$ cat src/rtl/rr_logging_packer_pkg.sv
// -----------------------------------------------------------------------------
// cl_fpgarr_defs
//   Definitions shared by the record-path packer and the trace storage backend.
//   The width and length helpers live here so that both sides compute a unit's
//   length from its bitmap in the same way.
// -----------------------------------------------------------------------------
package cl_fpgarr_defs;

    localparam int RR_CHANNEL_WIDTH_BITS = 8;
    // Upper bound on logb channels that the helper functions can describe.
    localparam int RR_MAX_CHANNELS       = 16;

    typedef bit [RR_MAX_CHANNELS-1:0][RR_CHANNEL_WIDTH_BITS-1:0] rr_width_tbl_t;
    typedef bit [RR_MAX_CHANNELS-1:0]                            rr_bitmap_t;

    // Sum of the widths of channels [0, idx).
    function automatic int rr_prefix_width(input rr_width_tbl_t widths, input int idx);
        int sum;
        sum = 0;
        for (int j = 0; j < RR_MAX_CHANNELS; j++) begin
            if (j < idx) sum += int'(widths[j]);
        end
        return sum;
    endfunction

    // Length of a unit with every channel valid.
    function automatic int rr_full_width(input int logb_cnt, input int loge_cnt,
                                         input rr_width_tbl_t widths);
        return rr_prefix_width(widths, logb_cnt) + logb_cnt + loge_cnt;
    endfunction

    // Length of a unit as decoded from its logb bitmap.
    function automatic int rr_unit_len(input int logb_cnt, input int loge_cnt,
                                       input rr_width_tbl_t widths, input rr_bitmap_t bitmap);
        int sum;
        sum = logb_cnt + loge_cnt;
        for (int j = 0; j < RR_MAX_CHANNELS; j++) begin
            if (j < logb_cnt && bitmap[j]) sum += int'(widths[j]);
        end
        return sum;
    endfunction

endpackage

$ cat src/rtl/rr_stream_bus_t.sv
// -----------------------------------------------------------------------------
// rr_stream_bus_t
//   Record stream toward the storage backend: one variable-length unit per
//   valid&ready beat.
//   valid/ready : handshake
//   data        : unit bits, LSB first, zero at and above len
//   len         : number of meaningful bits in data
// -----------------------------------------------------------------------------
interface rr_stream_bus_t #(
    parameter int FULL_WIDTH   = 61,
    parameter int OFFSET_WIDTH = $clog2(FULL_WIDTH + 1)
);
    logic                    valid;
    logic                    ready;
    logic [FULL_WIDTH-1:0]   data;
    logic [OFFSET_WIDTH-1:0] len;

    modport P (output valid, data, len, input ready);
    modport C (input valid, data, len, output ready);
endinterface

$ cat src/rtl/rr_packer_compact.sv
// -----------------------------------------------------------------------------
// rr_packer_compact
//   Combinational compaction: header (bitmap, loge) at the LSBs, then every
//   valid logb payload shifted to header + its prefix offset, ORed together.
//   bitmap  : logb valid bits
//   loge    : loge valid bits
//   payload : raw channel payloads at their fixed offsets
//   prefix  : per-channel sum of valid widths below that channel
//   data    : packed unit, zero above its length
// -----------------------------------------------------------------------------
module rr_packer_compact
    import cl_fpgarr_defs::*;
#(
    parameter int LOGB_CHANNEL_CNT = 3,
    parameter bit [LOGB_CHANNEL_CNT-1:0][RR_CHANNEL_WIDTH_BITS-1:0] CHANNEL_WIDTHS = {8'd32, 8'd16, 8'd8},
    parameter int LOGE_CHANNEL_CNT = 2,
    parameter int PAYLOAD_WIDTH    = 56,
    parameter int FULL_WIDTH       = 61,
    parameter int OFFSET_WIDTH     = 6
)(
    input  logic [LOGB_CHANNEL_CNT-1:0]                   bitmap,
    input  logic [LOGE_CHANNEL_CNT-1:0]                   loge,
    input  logic [PAYLOAD_WIDTH-1:0]                      payload,
    input  logic [LOGB_CHANNEL_CNT-1:0][OFFSET_WIDTH-1:0] prefix,
    output logic [FULL_WIDTH-1:0]                         data
);

    localparam int HDR_WIDTH = LOGB_CHANNEL_CNT + LOGE_CHANNEL_CNT;

    logic [LOGB_CHANNEL_CNT-1:0][FULL_WIDTH-1:0] placed;

    for (genvar g = 0; g < LOGB_CHANNEL_CNT; g++) begin : g_chan
        localparam int W    = int'(CHANNEL_WIDTHS[g]);
        localparam int BASE = rr_prefix_width(rr_width_tbl_t'(CHANNEL_WIDTHS), g);
        logic [OFFSET_WIDTH-1:0] dst;
        // dst + W never exceeds FULL_WIDTH, so no payload bit is shifted out.
        assign dst       = OFFSET_WIDTH'(HDR_WIDTH) + prefix[g];
        assign placed[g] = bitmap[g] ? (FULL_WIDTH'(payload[BASE +: W]) << dst) : '0;
    end

    always_comb begin
        // NOTE: data gets a complete value before the loop; every path assigns it, so no latch.
        data = FULL_WIDTH'({loge, bitmap});
        for (int i = 0; i < LOGB_CHANNEL_CNT; i++) begin
            data = data | placed[i];
        end
    end

endmodule

$ cat src/rtl/rr_logging_packer.sv
// -----------------------------------------------------------------------------
// rr_logging_packer
//   Packs the per-cycle logb/loge events into one variable-length logging unit
//   and streams it to the trace storage backend. Two pipeline stages, one unit
//   per cycle, valid/ready backpressure.
//   clk, rstn  : clock, asynchronous active-low reset
//   logb_valid : per-channel logb events
//   logb_data  : logb payloads, channel 0 at the LSB
//   loge_valid : per-channel loge events
//   in_ready   : the current event inputs are consumed this cycle
//   record_bus : unit stream (valid/ready/data/len)
//   unit_cnt   : units handed to the backend
//   stall_cnt  : cycles with a unit waiting on ready
// -----------------------------------------------------------------------------
module rr_logging_packer
    import cl_fpgarr_defs::*;
#(
    parameter int LOGB_CHANNEL_CNT = 3,
    parameter bit [LOGB_CHANNEL_CNT-1:0][RR_CHANNEL_WIDTH_BITS-1:0] CHANNEL_WIDTHS = {8'd32, 8'd16, 8'd8},
    parameter int LOGE_CHANNEL_CNT = 2,
    localparam int PAYLOAD_WIDTH = rr_prefix_width(rr_width_tbl_t'(CHANNEL_WIDTHS), LOGB_CHANNEL_CNT),
    localparam int FULL_WIDTH    = rr_full_width(LOGB_CHANNEL_CNT, LOGE_CHANNEL_CNT,
                                                 rr_width_tbl_t'(CHANNEL_WIDTHS)),
    localparam int OFFSET_WIDTH  = $clog2(FULL_WIDTH + 1)
)(
    input  logic                        clk,
    input  logic                        rstn,
    input  logic [LOGB_CHANNEL_CNT-1:0] logb_valid,
    input  logic [PAYLOAD_WIDTH-1:0]    logb_data,
    input  logic [LOGE_CHANNEL_CNT-1:0] loge_valid,
    output logic                        in_ready,
    rr_stream_bus_t.P                   record_bus,
    output logic [63:0]                 unit_cnt,
    output logic [63:0]                 stall_cnt
);

    localparam rr_width_tbl_t WIDTH_TBL = rr_width_tbl_t'(CHANNEL_WIDTHS);

    if (record_bus.FULL_WIDTH != FULL_WIDTH) begin : g_bad_bus
        $error("rr_logging_packer: record_bus.FULL_WIDTH differs from the packer FULL_WIDTH");
    end
    for (genvar g = 0; g < LOGB_CHANNEL_CNT; g++) begin : g_width_chk
        if (CHANNEL_WIDTHS[g] == 0) begin : g_zero
            $error("rr_logging_packer: CHANNEL_WIDTHS entry is zero");
        end
    end

    logic in_valid;
    logic s1_en;
    logic s2_en;

    logic                                         s1_valid;
    logic [LOGB_CHANNEL_CNT-1:0]                  s1_bitmap;
    logic [LOGE_CHANNEL_CNT-1:0]                  s1_loge;
    logic [PAYLOAD_WIDTH-1:0]                     s1_payload;
    logic [LOGB_CHANNEL_CNT-1:0][OFFSET_WIDTH-1:0] s1_prefix;

    logic                    s2_valid;
    logic [FULL_WIDTH-1:0]   s2_data;
    logic [OFFSET_WIDTH-1:0] s2_len;

    logic [LOGB_CHANNEL_CNT-1:0][OFFSET_WIDTH-1:0] prefix_next;
    logic [FULL_WIDTH-1:0]                         compact_data;

    assign in_valid = (|logb_valid) | (|loge_valid);
    assign s2_en    = !s2_valid || record_bus.ready;
    assign s1_en    = !s1_valid || s2_en;
    assign in_ready = s1_en;

    // Running sum of the valid widths below each channel.
    always_comb begin
        logic [OFFSET_WIDTH-1:0] acc;
        prefix_next = '0;
        acc         = '0;
        for (int i = 0; i < LOGB_CHANNEL_CNT; i++) begin
            prefix_next[i] = acc;
            if (logb_valid[i]) acc = acc + OFFSET_WIDTH'(WIDTH_TBL[i]);
        end
    end

    rr_packer_compact #(
        .LOGB_CHANNEL_CNT(LOGB_CHANNEL_CNT),
        .CHANNEL_WIDTHS  (CHANNEL_WIDTHS),
        .LOGE_CHANNEL_CNT(LOGE_CHANNEL_CNT),
        .PAYLOAD_WIDTH   (PAYLOAD_WIDTH),
        .FULL_WIDTH      (FULL_WIDTH),
        .OFFSET_WIDTH    (OFFSET_WIDTH)
    ) u_compact (
        .bitmap (s1_bitmap),
        .loge   (s1_loge),
        .payload(s1_payload),
        .prefix (s1_prefix),
        .data   (compact_data)
    );

    // NOTE: datapath registers are reset too, so data/len read 0 after reset.
    always_ff @(posedge clk or negedge rstn) begin
        if (!rstn) begin
            s1_valid   <= 1'b0;
            s1_bitmap  <= '0;
            s1_loge    <= '0;
            s1_payload <= '0;
            s1_prefix  <= '0;
            s2_valid   <= 1'b0;
            s2_data    <= '0;
            s2_len     <= '0;
        end else begin
            // NOTE: non-blocking so S2 samples the S1 contents from before this edge.
            if (s1_en) begin
                s1_valid <= in_valid;
                if (in_valid) begin
                    s1_bitmap  <= logb_valid;
                    s1_loge    <= loge_valid;
                    s1_payload <= logb_data;
                    s1_prefix  <= prefix_next;
                end
            end
            if (s2_en) begin
                s2_valid <= s1_valid;
                if (s1_valid) begin
                    s2_data <= compact_data;
                    s2_len  <= OFFSET_WIDTH'(rr_unit_len(LOGB_CHANNEL_CNT, LOGE_CHANNEL_CNT,
                                                         WIDTH_TBL, rr_bitmap_t'(s1_bitmap)));
                end
            end
        end
    end

    always_ff @(posedge clk or negedge rstn) begin
        if (!rstn) begin
            unit_cnt  <= '0;
            stall_cnt <= '0;
        end else begin
            if (s2_valid && record_bus.ready)  unit_cnt  <= unit_cnt + 64'd1;
            if (s2_valid && !record_bus.ready) stall_cnt <= stall_cnt + 64'd1;
        end
    end

    assign record_bus.valid = s2_valid;
    assign record_bus.data  = s2_data;
    assign record_bus.len   = s2_len;

endmodule

$ cat src/flat_wrapper.sv
// flat-port wrapper written by rule: the top's interface ports become plain ports
module rr_logging_packer_flat import cl_fpgarr_defs::*;
#(
    parameter int LOGB_CHANNEL_CNT = 3,
    parameter bit [LOGB_CHANNEL_CNT-1:0][RR_CHANNEL_WIDTH_BITS-1:0] CHANNEL_WIDTHS = {8'd32, 8'd16, 8'd8},
    parameter int LOGE_CHANNEL_CNT = 2,
    localparam int PAYLOAD_WIDTH = rr_prefix_width(rr_width_tbl_t'(CHANNEL_WIDTHS), LOGB_CHANNEL_CNT),
    localparam int FULL_WIDTH    = rr_full_width(LOGB_CHANNEL_CNT, LOGE_CHANNEL_CNT,
                                                 rr_width_tbl_t'(CHANNEL_WIDTHS)),
    localparam int OFFSET_WIDTH  = $clog2(FULL_WIDTH + 1)
)
  (clk, rstn, logb_valid, logb_data, loge_valid, in_ready, unit_cnt, stall_cnt, record_bus_valid, record_bus_data, record_bus_len, record_bus_ready);
  rr_stream_bus_t #(.FULL_WIDTH(61)) record_bus_i ();
  input  logic clk;
  input  logic rstn;
  input  logic [LOGB_CHANNEL_CNT-1:0] logb_valid;
  input  logic [PAYLOAD_WIDTH-1:0] logb_data;
  input  logic [LOGE_CHANNEL_CNT-1:0] loge_valid;
  output logic in_ready;
  output logic [63:0] unit_cnt;
  output logic [63:0] stall_cnt;
  output wire logic [$bits(record_bus_i.valid)-1:0] record_bus_valid;
  output wire logic [$bits(record_bus_i.data)-1:0] record_bus_data;
  output wire logic [$bits(record_bus_i.len)-1:0] record_bus_len;
  input wire logic [$bits(record_bus_i.ready)-1:0] record_bus_ready;
  assign record_bus_valid = record_bus_i.valid;
  assign record_bus_data = record_bus_i.data;
  assign record_bus_len = record_bus_i.len;
  assign record_bus_i.ready = record_bus_ready;
  rr_logging_packer #(.LOGB_CHANNEL_CNT(LOGB_CHANNEL_CNT), .CHANNEL_WIDTHS(CHANNEL_WIDTHS), .LOGE_CHANNEL_CNT(LOGE_CHANNEL_CNT)) u_core (.clk(clk), .rstn(rstn), .logb_valid(logb_valid), .logb_data(logb_data), .loge_valid(loge_valid), .in_ready(in_ready), .record_bus(record_bus_i), .unit_cnt(unit_cnt), .stall_cnt(stall_cnt));
endmodule
$ cat config.mk
export PLATFORM = sky130hd
export DESIGN_NAME = rr_logging_packer_flat
export DESIGN_NICKNAME = d
export VERILOG_FILES = /design/src/rtl/rr_logging_packer_pkg.sv /design/src/rtl/rr_stream_bus_t.sv /design/src/rtl/rr_packer_compact.sv /design/src/rtl/rr_logging_packer.sv /design/src/flat_wrapper.sv
export SDC_FILE = /design/constraint.sdc
export NUM_CORES = 1
export LEC_CHECK = 0
export ABC_AREA = 1
export CAP_MARGIN = 40
export CORE_UTILIZATION = 58
export CTS_BUF_LIST = sky130_fd_sc_hd__clkbuf_8
export DETAILED_ROUTE_END_ITERATION = 10
export MAX_ROUTING_LAYER = met4
export PLACE_DENSITY = 0.88
export SYNTH_ARGS = -nofsm -noshare
export SYNTH_HDL_FRONTEND = slang
export SYNTH_SLANG_ARGS = --single-unit
$ cat constraint.sdc
create_clock -name clk -period 2.6 [get_ports clk]
set_input_delay 0.39 -clock clk [delete_from_list [all_inputs] [get_ports clk]]
set_output_delay 0.39 -clock clk [all_outputs]
set_load 0.02 [all_outputs]
# == Yosys cells after proc, flatten, opt, wreduce, memory -nomap -nowiden ==
# Cells that the tools add are included.
# Widths: inputs -> output; s select.
# totals
register_bits,270
in_bits,64
output_inout_bits,197
word_cells,47
# classes
addsub,7
shift,2
n_mux,12
bitwise,4
reduce_logical,11
# op_table
operator,n
$add 64x1->64 const B,2
$mux 61,2
$or 13x61->61,1
$or 61x61->61,1
$shl 16x6->61,1
$shl 32x6->61,1
$mux 6,7
$mux 13,1
$or 5x13->13,1
$add 3x6->6 const A,2
$add 6x6->6 const B,2
$mux 4,2
$add 4x5->6 const B,1
$reduce_and 2->1,2
$logic_not 1->1,3
$reduce_or 3->1,1
$logic_and 1x1->1,2
$logic_or 1x1->1,2
$reduce_or 2->1,1
$or 1x1->1,1

# == Logic depth before layout (Yosys ltp) ==
# logic_depth
word_depth,9
mapped_depth,11
mapped_depth_nobuf,11

# == Cells and area by module ==
# From an unflattened synthesis, not the netlist that was laid out.
# unflattened
cells_unflattened,2743
hier_area_um2,18521.5
# modules_own_cells
module,instances,cells_per_inst,area_per_inst_um2,seq_area_each_um2
rr_logging_packer,1,1410,12291.8,6406.1
rr_packer_compact,1,1333,6229.7,0.0

# == Worst setup path after synthesis ==
# No wires, ideal clock.
# synth_timing
path_kind,register -> register
from,register u_core.stall_cnt[0]
to,register u_core.stall_cnt[58]
setup_time_ns,0.113
t_arrival_ns,1.571
required_ns,2.487
path_slack_ns,0.916
path_stages_with_launch,11
n_path_buf,0
synth_period_minus_slack_ns,1.684
cell_sequence,dfrtp_1 > ha_1 > nand2_1 > nor2_2 > nand3_1 > nor2_2 > nand2_1 > nor2_2 > nand3_1 > nand2_1 > inv_1
# synth_between
elab_chain_cells,1
# synth_rtl
element,line_no,text
"start, declared",rr_logging_packer.sv:34,output logic [63:0] stall_cnt
"start signal, assigned",rr_logging_packer.sv:135,if (s2_valid && !record_bus.ready) stall_cnt <= stall_cnt + 64'd1;
$add 64x1->64,rr_logging_packer.sv:135,
# Every way passes these cells.
# A chain may end at the register's enable or synchronous reset.

# == Worst setup path in the final report ==
# layout_timing
from,"register u_core.s2_valid, in the netlist u_core.record_bus.valid"
to,output port in_ready
# layout_between
elab_chain_cells,3
# layout_rtl
element,line_no,text
"start, declared",rr_logging_packer.sv:58,logic s2_valid;
"start signal, assigned",rr_logging_packer.sv:119,s2_valid <= s1_valid;
$logic_not 1->1,rr_logging_packer.sv:66,assign s2_en = !s2_valid || record_bus.ready;
$logic_or 1x1->1,rr_logging_packer.sv:66,
$logic_or 1x1->1,rr_logging_packer.sv:67,assign s1_en = !s1_valid || s2_en;
"end, declared",flat_wrapper.sv:19,output logic in_ready;
# Every way passes these cells.

==> results.py <==
metrics = {
    "placement": {
        "dpl.cell_count": 2206,
        "postPlaceCellArea_um2": 16200,
        "hpwl_um": 30200,
        "portBuffers": 259,
        "gp_congestion": 0.948,
        "place_ws_ns": 0.269,
    },
    "logic_synthesis": {
        "synthMuxAreaShare_pct": 0,
        "yosys.area_share.simple_pct": 30.7,
        "synth_compound_area_share_pct": 7.57,
        "async_flop_share_pct": 100,
        "syn_area_um2": 13300,
        "avgSynthCellArea_um2": 7.85,
        "synth_most_common_cell": "nand2_1",
        "synth_top_cell_by_area": "dfrtp_1",
        "yosysUniqueCellTypes": 42,
        "synthTopCellsByCount": "433 x nand2_1, 253 x dfrtp_1, 233 x nor2_1",
        "synth_top_family_by_area": "simple AND/OR/NAND/NOR gates",
        "synth_seq_cells": 253,
        "yosysTopAreaCellShare_pct": 47.6,
        "synthXorXnorAreaFrac_pct": 5.93,
        "synth_edf_count": 0,
        "syn_inst": 1694,
        "syn_nets": 1760,
        "synth-adder-area-share_pct": 0.188,
        "yosysSeqAreaShare_pct": 47.6,
        "ys.warnings.count": 0,
        "synthFlopType": "dfrtp_1",
        "synth_area_leaders": "dfrtp_1 48%, nand2_1 12%, nor2_1 6.6%",
    },
    "cts": {
        "clk_transition_reported_paths_ns": 0.07,
        "clock-sinks": 253,
        "cts_buffers": 42,
        "cts_tree": "built",
        "clk_latency_ns": 0.55,
        "clock_path_buffers": 3,
        "ctsRootBufferMaster": "clkbuf_8",
        "htreeDepth": 2,
    },
    "routing": {
        "wl_per_cell_um": 17.5,
        "vias": 12622,
        "first_pass_iters": 6,
        "remaining_drc_errors": 0,
        "ant_nets": 0,
        "drt_wl_total_um": 39900,
        "drtIter0Drc": 1267,
        "vias_per_cell": 5.53,
    },
    "sta": {
        "setup_viol": 0,
        "tns_ns": 0,
        "fmax_mhz": 426,
        "relSlewSlack_pct": 46.9,
        "timing.final.ws_setup_ns": 0.254,
        "period_needed_ns": 2.35,
        "drv_slew": 0,
        "finalClockSkew_ns": 0.0198,
        "finalCritPeriodShare_pct": 90.2,
        "rsz0062_at_grt": "no",
        "hold_viol": 0,
        "worstMarginPinSlew_ns": 0.796,
    },
    "floorplanning": {
        "num_io_pins": 261,
        "initial_utilization_pct": 58.9,
        "num_rows": 55,
        "dieArea_um2": 23500,
        "fp.coreArea_um2": 22600,
        "die_w_um": 153,
        "die_h_um": 153,
    },
    "worst_setup_path": {
        "startpoint_type": "flop",
        "end_kind": "primary output",
        "critPathMaxStageDelay_ns": 0.64,
        "cp.arrival_ns": 1.96,
        "critPathTopFamily": "buffers and inverters",
        "path_buf_inv": 2,
        "cp_data_required_time_ns": 2.21,
        "worstReg2RegEnd": "u_core.unit_cnt[62]",
        "reg2reg_depth": 10,
        "r2r_slack_ns": 0.69,
        "rr_startpoint": "u_core.unit_cnt[1]",
        "cp_cell_sequence": "nand2_4 -> inv_4 -> nand2_2 -> clkdlybuf4s50_1",
        "worstPathMaxFanout": 3,
        "critPathKind": "reg2out",
        "critPathSlowestCell": "clkdlybuf4s50_1",
    },
    "grt": {
        "grt_use_total_pct": 35.4,
        "grt_pass1_wl_um": 63500,
        "grt.overflow.total": 0,
        "grt_max_degree": 75,
        "grt_pass1_vias": 11980,
        "antenna_found_initial": 0,
    },
    "finish": {
        "drive_gt1_share_pct": 8.31,
        "nets": 2032,
        "final_area_um2": 17100,
        "instances_no_fill": 2282,
        "diodes": 0,
        "area_growth_pct": 28.5,
    },
    "pwr": {
        "p_per_area_nw_per_um2": 674,
        "p_total_mw": 11.5,
        "p_leak_nw": 7.77,
        "peakVddDrop_uv": 554,
    },
    "status": {
        "status": "completed",
    },
    "min_path": {
        "hp-class": "in2async",
    },
    "flow_run": {
        "drv_cap": 0,
    },
}
## state kept, by name, summed over array words and instances, names as in the netlist
register,cells
u_core.stall_cnt,64
u_core.unit_cnt,64
u_core.record_bus.data,61
u_core.s1_payload,56
u_core.s1_bitmap,3
u_core.s1_loge,2
u_core.record_bus.len,1
u_core.record_bus.valid,1
u_core.s1_valid,1
## worst reg2reg max path, delay by kind of cell, from the launching register on
kind | cells | cell delay [ns]
and+or+nand+nor | 8 | 1.06
DFF | 1 | 0.43
adders and majority gates | 1 | 0.20
buffers and inverters | 1 | 0.11
## routing by layer
layer  vias to the layer above  wire length (µm)  GRT usage (%)
li1                       5908                 -              -
met5                         -                 0              -
met4                         0              1360           13.2
met2                       612             19600           57.7
met3                        85              2900           5.30
met1                      6017             16000           44.9
## cell usage in the layout, fill, tap and decap left out, types with 14 or more instances in the layout
cell type          n
inv_1            216
clkdlybuf4s50_1  258
a31oi_1           18
clkbuf_8          52
nand4_1           38
nand2_1          433
nor3_1            27
nor2_1           233
o21ai_0           67
xor2_1            38
xnor2_1           52
a22o_1            16
a21oi_1           46
nand3_1           86
nor2_2            31
nor2_4            14
dfrtp_1          253
## cells by family after synthesis
group | count (synthesis)
simple gates | 913
xor+xnor | 90
compound gates | 174
buf+inv | 261
fa+ha+maj | 2
other cells | 1
flops | 253
## power breakdown
part	total, mW	switching [mW]	internal [mW]	leakage (nW)
Sequential	4.94	0.482	4.46	3.24
Combinational	2.92	1.73	1.20	4.03
Clock	3.65	1.64	2.02	0.500
Total	11.5	3.84	7.67	7.77
## repair_timing
action | in CTS | in global routing
hold buffers | 1 | 0
hold endpoints to repair | 69 | 0
buffers inserted | 0 | 0
gates resized for setup | 0 | 0
setup endpoints to repair | 0 | 0
## final cells by class
type	instances	area, µm²
flip-flops and latches	253	6330
multi-input cells	1180	5910
clock buffers	52	716
inverters	213	802
repair buffers	276	2820
clock inverters	23	160
well taps	285	357
fillers	1719	5480
## worst max path at each step
| stage | start | end | slack [ns] | cells after the start |
|---|---|---|---|---|
| after global routing | u_core.record_bus.valid | in_ready | 0.16 | 4 |
| final | u_core.record_bus.valid | in_ready | 0.25 | 4 |
| after floorplan | u_core.stall_cnt[0] | u_core.stall_cnt[58] | 0.92 | 10 |
| after detailed placement | record_bus_ready | in_ready | 0.27 | 6 |
| after global placement | record_bus_ready | in_ready | 0.24 | 6 |
| after CTS | u_core.record_bus.valid | in_ready | 0.20 | 4 |
## per-stage QoR
| step | hold WS (ns) | util [%] |
|---|---|---|
| final | 0.406 | 75.7 |
| after global routing | 0.407 | 75.7 |
| after CTS | 0.386 | 75.7 |
| after detailed placement | 0.415 | 71.8 |
| after global placement | 0.415 | 71.8 |
| after floorplan | 0.0944 | - |
No activity file was read; power rests on OpenSTA's default activity.
